--- src/rtl/vram_write_scheduler.sv ---
// vram_write_scheduler
//   Owns the single write port of the 32x32-cell video memory and shares it
//   between CPU single-cell writes (never stalled, always win) and a
//   rectangle-fill engine that sweeps its region row-major and yields any
//   cycle the CPU writes.
//
//   state | meaning
//   ------+-----------------------------------------------------------------
//   IDLE  | no fill active; iFillStart latches a region and colour
//   FILL  | one fill write per non-CPU cycle, cursor walks the region
//   DONE  | last fill write is on the outputs (oDone high); back to IDLE
//
// Ports
//   Clock, Reset                 rising-edge clock, async active-low reset
//   iCpuWrite/Address/Color      CPU cell write, issued the following cycle
//   iFillStart, iFillX0..Y1      fill request and opposite region corners
//   iFillColor                   fill colour
//   iAbort                       cancel the fill in progress
//   oWriteEnable/Address/DataOut registered video memory write port
//   oBusy                        high while a fill is in FILL or DONE
//   oDone                        one-cycle pulse with the last fill write

module vram_write_scheduler #(
    parameter int COORD_WIDTH = 5,
    parameter int COLOR_WIDTH = 3
) (
    input  logic                     Clock,
    input  logic                     Reset,
    input  logic                     iCpuWrite,
    input  logic [2*COORD_WIDTH-1:0] iCpuAddress,
    input  logic [COLOR_WIDTH-1:0]   iCpuColor,
    input  logic                     iFillStart,
    input  logic [COORD_WIDTH-1:0]   iFillX0,
    input  logic [COORD_WIDTH-1:0]   iFillY0,
    input  logic [COORD_WIDTH-1:0]   iFillX1,
    input  logic [COORD_WIDTH-1:0]   iFillY1,
    input  logic [COLOR_WIDTH-1:0]   iFillColor,
    input  logic                     iAbort,
    output logic                     oWriteEnable,
    output logic [2*COORD_WIDTH-1:0] oWriteAddress,
    output logic [COLOR_WIDTH-1:0]   oDataOut,
    output logic                     oBusy,
    output logic                     oDone
);

    typedef enum logic [1:0] {
        IDLE = 2'd0,
        FILL = 2'd1,
        DONE = 2'd2
    } state_t;

    state_t                 state;
    logic [COORD_WIDTH-1:0] xMin;
    logic [COORD_WIDTH-1:0] xMax;
    logic [COORD_WIDTH-1:0] yMin;
    logic [COORD_WIDTH-1:0] yMax;
    logic [COORD_WIDTH-1:0] cursorX;
    logic [COORD_WIDTH-1:0] cursorY;
    logic [COLOR_WIDTH-1:0] fillColor;

    logic                   lastCell;
    logic                   fillSlot;
    logic [COORD_WIDTH-1:0] startXMin;
    logic [COORD_WIDTH-1:0] startXMax;
    logic [COORD_WIDTH-1:0] startYMin;
    logic [COORD_WIDTH-1:0] startYMax;

    // Corners may arrive in any order; normalise them before latching.
    assign startXMin = (iFillX0 < iFillX1) ? iFillX0 : iFillX1;
    assign startXMax = (iFillX0 < iFillX1) ? iFillX1 : iFillX0;
    assign startYMin = (iFillY0 < iFillY1) ? iFillY0 : iFillY1;
    assign startYMax = (iFillY0 < iFillY1) ? iFillY1 : iFillY0;

    assign lastCell = (cursorX == xMax) && (cursorY == yMax);

    // The fill engine owns the port only when the CPU is silent and the
    // fill is not being cancelled this edge.
    assign fillSlot = (state == FILL) && !iCpuWrite && !iAbort;

    always_ff @(posedge Clock or negedge Reset) begin
        if (!Reset) begin
            state         <= IDLE;
            xMin          <= '0;
            xMax          <= '0;
            yMin          <= '0;
            yMax          <= '0;
            cursorX       <= '0;
            cursorY       <= '0;
            fillColor     <= '0;
            oWriteEnable  <= 1'b0;
            oWriteAddress <= '0;
            oDataOut      <= '0;
            oBusy         <= 1'b0;
            oDone         <= 1'b0;
        end else begin
            oDone <= 1'b0;

            // Write port mux: CPU first, then the fill cursor; address and
            // data hold their last value on idle cycles.
            if (iCpuWrite) begin
                oWriteEnable  <= 1'b1;
                oWriteAddress <= iCpuAddress;
                oDataOut      <= iCpuColor;
            end else if (fillSlot) begin
                oWriteEnable  <= 1'b1;
                oWriteAddress <= {cursorY, cursorX};
                oDataOut      <= fillColor;
            end else begin
                oWriteEnable  <= 1'b0;
            end

            case (state)
                IDLE: begin
                    if (iFillStart) begin
                        xMin      <= startXMin;
                        xMax      <= startXMax;
                        yMin      <= startYMin;
                        yMax      <= startYMax;
                        cursorX   <= startXMin;
                        cursorY   <= startYMin;
                        fillColor <= iFillColor;
                        state     <= FILL;
                        oBusy     <= 1'b1;
                    end
                end

                FILL: begin
                    if (iAbort) begin
                        state <= IDLE;
                        oBusy <= 1'b0;
                    end else if (fillSlot) begin
                        if (lastCell) begin
                            // Cursor is left on the final cell; it is
                            // reloaded by the next start.
                            state <= DONE;
                            oDone <= 1'b1;
                        end else if (cursorX == xMax) begin
                            cursorX <= xMin;
                            cursorY <= cursorY + 1'b1;
                        end else begin
                            cursorX <= cursorX + 1'b1;
                        end
                    end
                end

                DONE: begin
                    state <= IDLE;
                    oBusy <= 1'b0;
                end

                default: begin
                    state <= IDLE;
                    oBusy <= 1'b0;
                end
            endcase
        end
    end

endmodule
--- config.mk ---
export PLATFORM = sky130hd
export DESIGN_NAME = vram_write_scheduler
export DESIGN_NICKNAME = d
export VERILOG_FILES = /design/src/rtl/vram_write_scheduler.sv
export SDC_FILE = /design/constraint.sdc
export NUM_CORES = 1
export LEC_CHECK = 0
export ABC_CLOCK_PERIOD_IN_PS = 2800
export CAP_MARGIN = 20
export CORE_ASPECT_RATIO = 0.75
export CORE_MARGIN = 5
export CORE_UTILIZATION = 30
export DETAILED_ROUTE_END_ITERATION = 10
export PLACE_DENSITY = 0.5
export SYNTH_ARGS = -nofsm -noshare
export SYNTH_HDL_FRONTEND = slang
export SYNTH_SLANG_ARGS = --single-unit
--- constraint.sdc ---
create_clock -name Clock -period 2.8 [get_ports Clock]
set_input_delay 0.42 -clock Clock [delete_from_list [all_inputs] [get_ports Clock]]
set_output_delay 0.42 -clock Clock [all_outputs]
set_load 0.03 [all_outputs]
======== Word-level counts from Yosys, hierarchy flattened ========
Cells that the tools add are included.
cells by class
  $add $sub $neg .......................... 2
  magnitude comparators ................... 2
  equal/unequal tests ..................... 11
  multiplexer cells ....................... 34
  reduce and logical (&&, ||, !) cells .... 13
operators with widths
  kind                   number
  $mux W5                14
  $mux W10               2
  $pmux W5 S2            2
  $add A5 B1 Y5 const B  2
  $eq A5 B5 Y1           2
  $lt A5 B5 Y1           2
  $ne A2 B2 Y1 const B   5
  $mux W1                8
  $mux W2                4
  $mux W3                2
  $ne A3 B3 Y1 const B   2
  $reduce_and A6 Y1      1
  $reduce_and A5 Y1      1
  $pmux W2 S2            1
  $reduce_and A2 Y1      2
  $reduce_bool A2 Y1     2
  $logic_and A1 B1 Y1    3
  $reduce_and A3 Y1      1
  $eq A2 B1 Y1 const B   1
  $logic_not A1 Y1       2
  $logic_not A2 Y1       1
  $ne A2 B1 Y1 const B   1
  $pmux W1 S2            1
word-level totals
  register bits after elaboration ......... 46

======== Longest topological paths before layout ========
  word-level depth ........................ 6
  gate-level depth with buffers ........... 9
  gate-level depth less buffers ........... 8

======== Least setup slack after synthesis ========
Ideal clock, no wire load.
  path type ............................... input port to flip-flop
  start point ............................. input port iFillY1[2]
  end point ............................... register cursorY[0]
  arrival ................................. 1775 ps
  required time ........................... 2661 ps
  setup slack ............................. 886 ps
  stages on the path ...................... 8
  cell sequence ........................... inv_1 ha_1 a21o_1 a31oi_1 o21ai_1 buf_2 mux2i_1 o221ai_1
between the ends
  longest elaborated chain between the ends .. 4
RTL lines
  what                  RTL line  text
  from (decl)           36        input logic [COORD_WIDTH-1:0] iFillY1,
  $lt A5 B5 Y1          71        assign startYMin = (iFillY0 < iFillY1) ? iFillY0 : iFillY1;
  $mux W5               71
  $mux W5               114       if (iFillStart) begin
  $pmux W5 S2           112       case (state)
  to (signal assigned)  120       cursorY <= startYMin;
  to (signal assigned)  139       cursorY <= cursorY + 1'b1;
  to (decl)             58        logic [COORD_WIDTH-1:0] cursorY;
No other way between the ends. The select of a mux whose other input is x is not followed.
A chain may end at the register's enable or synchronous reset.

======== Worst setup path in the final report ========
  start point ............................. input port iFillX1[2]
  end point ............................... register cursorX[4]
between the ends
  longest elaborated chain between the ends .. 4
RTL lines
  what                  RTL line  text
  from (decl)           35        input logic [COORD_WIDTH-1:0] iFillX1,
  $lt A5 B5 Y1          69        assign startXMin = (iFillX0 < iFillX1) ? iFillX0 : iFillX1;
  $mux W5               69
  $mux W5               114
  $pmux W5 S2           112
  to (signal assigned)  119       cursorX <= startXMin;
  to (signal assigned)  138       cursorX <= xMin;
  to (signal assigned)  141       cursorX <= cursorX + 1'b1;
  to (decl)             57        logic [COORD_WIDTH-1:0] cursorX;
No other way between the ends. The select of a mux whose other input is x is not followed.

==> flow_summary_export.csv <==
group,metric,value,unit
die,rows,29,
drt,wl_per_cell,14.7,µm
pwr,internal-power,1.61,mW
logic_synthesis,synth-compound-area-share,0.168,
worst_setup_path,crit_type,"in -> reg",
drt,drc,0,
cells_and_area,drive_gt1_frac,0.106,
logic_synthesis,yosys-top-cells-area,"dfrtp_1 (44%), mux2i_1 (11%), a21oi_1 (5.3%), ha_1 (4.8%), nor2_1 (4.6%)",
worst_setup_path,cp.arrival,2.53,ns
sta,post-route-min-period,2.35,ns
logic_synthesis,yosys.area.top_type_share,0.439,
cells_and_area,multiInputGateArea,1390,µm²
pwr,share_comb_of_total_power,0.356,
global_route,grt_pass1_wl,11000,µm
die,start_util,0.309,
drt,wl,6450,µm
sta,finalClockSkew,0.00590,ns
place,place_ws,0.156,ns
logic_synthesis,yosysTopAreaCell,"dfrtp_1",
drt,vias,2082,
logic_synthesis,synth_cells,271,
logic_synthesis,ys_warn_count,0,
logic_synthesis,synthSimpleGateAreaFrac,0.135,
worst_setup_path,rrSetupSlack,0.89,ns
drt,vias_per_cell,4.75,
global_route,overflow,0,
cells_and_area,fill_cells,874,
sta,tightest_slew,0.732,ns
logic_synthesis,netlist_top_cells_count,"dfrtp_1 (46), nor2_1 (32), a21oi_1 (28), mux2i_1 (28), nand2_1 (22)",
logic_synthesis,syn_area,2620,µm²
cells_and_area,final_core_util,0.407,
logic_synthesis,synth_cell_type_count,43,
pwr,p_sw,889,µW
cells_and_area,syn_to_final_growth,31.9,%
pwr,seqPwrFrac,0.399,
logic_synthesis,yosysMostFrequentCell,"dfrtp_1",
cells_and_area,regArea,1150,µm²
pwr,clockPowerShare,0.245,
sta,hold_violations,0,
logic_synthesis,synthMuxAreaShare,0.130,
pwr,netSwitchingFraction,0.355,
die,dieHeight,91.0,µm
worst_setup_path,worstPathRequired,2.98,ns
logic_synthesis,synth_top_family_by_area,"compound AO/OA/AOI/OAI gates",
drt,firstDrtPassIters,4,
clock_tree,ctsRootBufferMaster,"clkbuf_16",
clock_tree,ctsHoldBuffers,0,
place,dp_hpwl,4870,µm
sta,setup_viol,0,
hold_path,hp-class,"in -> async",
die,io_pins,57,
sta,fin_ws,0.451,ns
logic_synthesis,yosysSeqAreaShare,0.439,
drt,drt_iter0_drc,105,
logic_synthesis,avgSynthCellArea,9.68,µm²
logic_synthesis,ys_seq_elements,46,
place,portBuffers,56,
pwr,ir_drop,399,µV
die,core-area,8490,µm²
clock_tree,cts_resized,0,
pwr,p_leak,1.48,nW
global_route,grt_usage,0.126,
sta,final.period_utilization,0.839,
sta,maxSlewViolCount,0,
logic_synthesis,synth_flop_cell,"dfrtp_1",
clock_tree,cts_tree,"built",
clock_tree,cts_setup_buffers,0,
cells_and_area,antenna_cells,0,
clock_tree,cts_max_level,2,
worst_setup_path,endpoint_kind,"flip-flop",
place,gp_congestion,0.753,
sta,max-slew-margin-rel,0.510,
logic_synthesis,synth_edf_count,0,
pwr,p_per_area,723,nW/µm²
run_status,status,"complete, no violations",
clock_tree,cts_buffers,5,
worst_setup_path,cp_max_fo,10,
global_route,grt_max_degree,33,
clock_tree,clkSlewWorstSetupHoldPaths,0.07,ns
clock_tree,clock_sinks,46,
logic_synthesis,synth_fa_ha_area_frac,0.0477,
die,die_area,10700,µm²
clock_tree,clk_latency,0.29,ns
cells_and_area,final_nets,380,
sta,grt_setup_unrepaired,"false",
clock_tree,max-clock-path-buffers,2,
sta,fmax,426,MHz
logic_synthesis,synthXorXnorAreaFrac,0.0468,
sta,finalSetupTns,0,ns
drt,ant_nets,0,
global_route,grt_pass1_vias,2235,
job,max-cap-violations,0,
worst_setup_path,setup.worst_path.start_class,"input pin",
logic_synthesis,synth_nets,322,
logic_synthesis,synthArstFlopShare,1.00,
die,die_w,118,µm
global_route,grt_antenna_before_repair,0,
[state kept, by name, indices dropped and copies added (netlist names)]
signal and cells:
oBusy 1, cursorY 5, fillColor 3, oWriteAddress 10, yMax 5, cursorX 5
oDone 1, xMax 5, oDataOut 3, xMin 5, state 2, oWriteEnable 1
[final timing paths]
path                                            endpoint                startpoint  cells after the start
worst min register to register  fillColor[1]$_DFFE_PN0P_  fillColor[1]$_DFFE_PN0P_                      1
min in group Clock              fillColor[1]$_DFFE_PN0P_  fillColor[1]$_DFFE_PN0P_                      1
worst min-delay path              oWriteEnable$_DFF_PN0_                     Reset                      1
worst max-delay path              cursorX[4]$_DFFE_PN0P_                iFillX1[2]                     10
max in group asynchronous            xMin[2]$_DFFE_PN0P_                     Reset                      2
worst max register to register    cursorX[1]$_DFFE_PN0P_    cursorY[3]$_DFFE_PN0P_                      5
[stage by stage]
step                hold slack [ns]  total power [mW]  instances  cell area [µm²]
floorplan                     0.124              1.61        271             2620
global placement              0.476              1.90        430             3310
detailed placement            0.473              1.91        430             3310
CTS                           0.153              2.53        438             3460
global route                  0.182              2.68        438             3460
finish                        0.133              2.50        438             3460
[metal layers]
layer / vias up / routed length, µm / GRT usage / share of wire
met5: - / 0 / 0 / 0
met4: 0 / 65 / 0.0344 / 0.010
met3: 7 / 241 / 0.0379 / 0.037
met2: 37 / 2830 / 0.190 / 0.44
met1: 969 / 3320 / 0.176 / 0.51
li1: 1069 / - / - / -
[area by class of cell]
cell class / count / share of cell area
Multi-Input combinational cell: 205 / 0.401
Sequential cell: 46 / 0.333
Timing Repair Buffer: 62 / 0.174
Clock buffer: 6 / 0.0401
Tap cell: 108 / 0.0391
Inverter: 9 / 0.00976
Clock inverter: 2 / 0.00362
[kinds of logic (layout without fill, tap and decap cells)]
kind of cell | Yosys count | after routing
multiplexers | 33 | 33
AO/OA/AOI/OAI | 70 | 70
adder cells (fa/ha/maj) | 10 | 10
flip-flops | 46 | 46
XOR/XNOR | 14 | 14
AND/OR/NAND/NOR | 78 | 78
buffers and inverters | 20 | 79
[cell usage in the layout (no fill, tap or decap), types with 8 or more instances in the layout]
master,Yosys,layout
mux2i_1,28,28
nand2_1,22,22
ha_1,10,10
dfrtp_1,46,46
o21ai_0,17,17
clkdlybuf4s50_1,0,55
a21oi_1,28,28
xnor2_1,8,8
inv_1,8,8
nor2_1,32,31
[power groups by stage]
| stage | combinational (mW) | clock (mW) | sequential [mW] |
|---|---|---|---|
| final | 0.891 | 0.613 | 0.999 |
| after global routing | 0.994 | 0.661 | 1.03 |
| after CTS | 0.901 | 0.624 | 1.00 |
| after detailed placement | 0.895 | 0 | 1.02 |
| after global placement | 0.886 | 0 | 1.02 |
| after floorplan | 0.592 | 0 | 1.02 |
[worst max-delay path, cell delays in order]
cell	delay (ns)
clkdlybuf4s50_1	0.48
inv_1	0.06
ha_1	0.28
a21o_1	0.11
a31oi_1	0.04
o21ai_2	0.41
buf_4	0.23
mux2i_1	0.24
nor2_1	0.06
o22a_1	0.20
No activity file was read; power rests on OpenSTA's default activity.
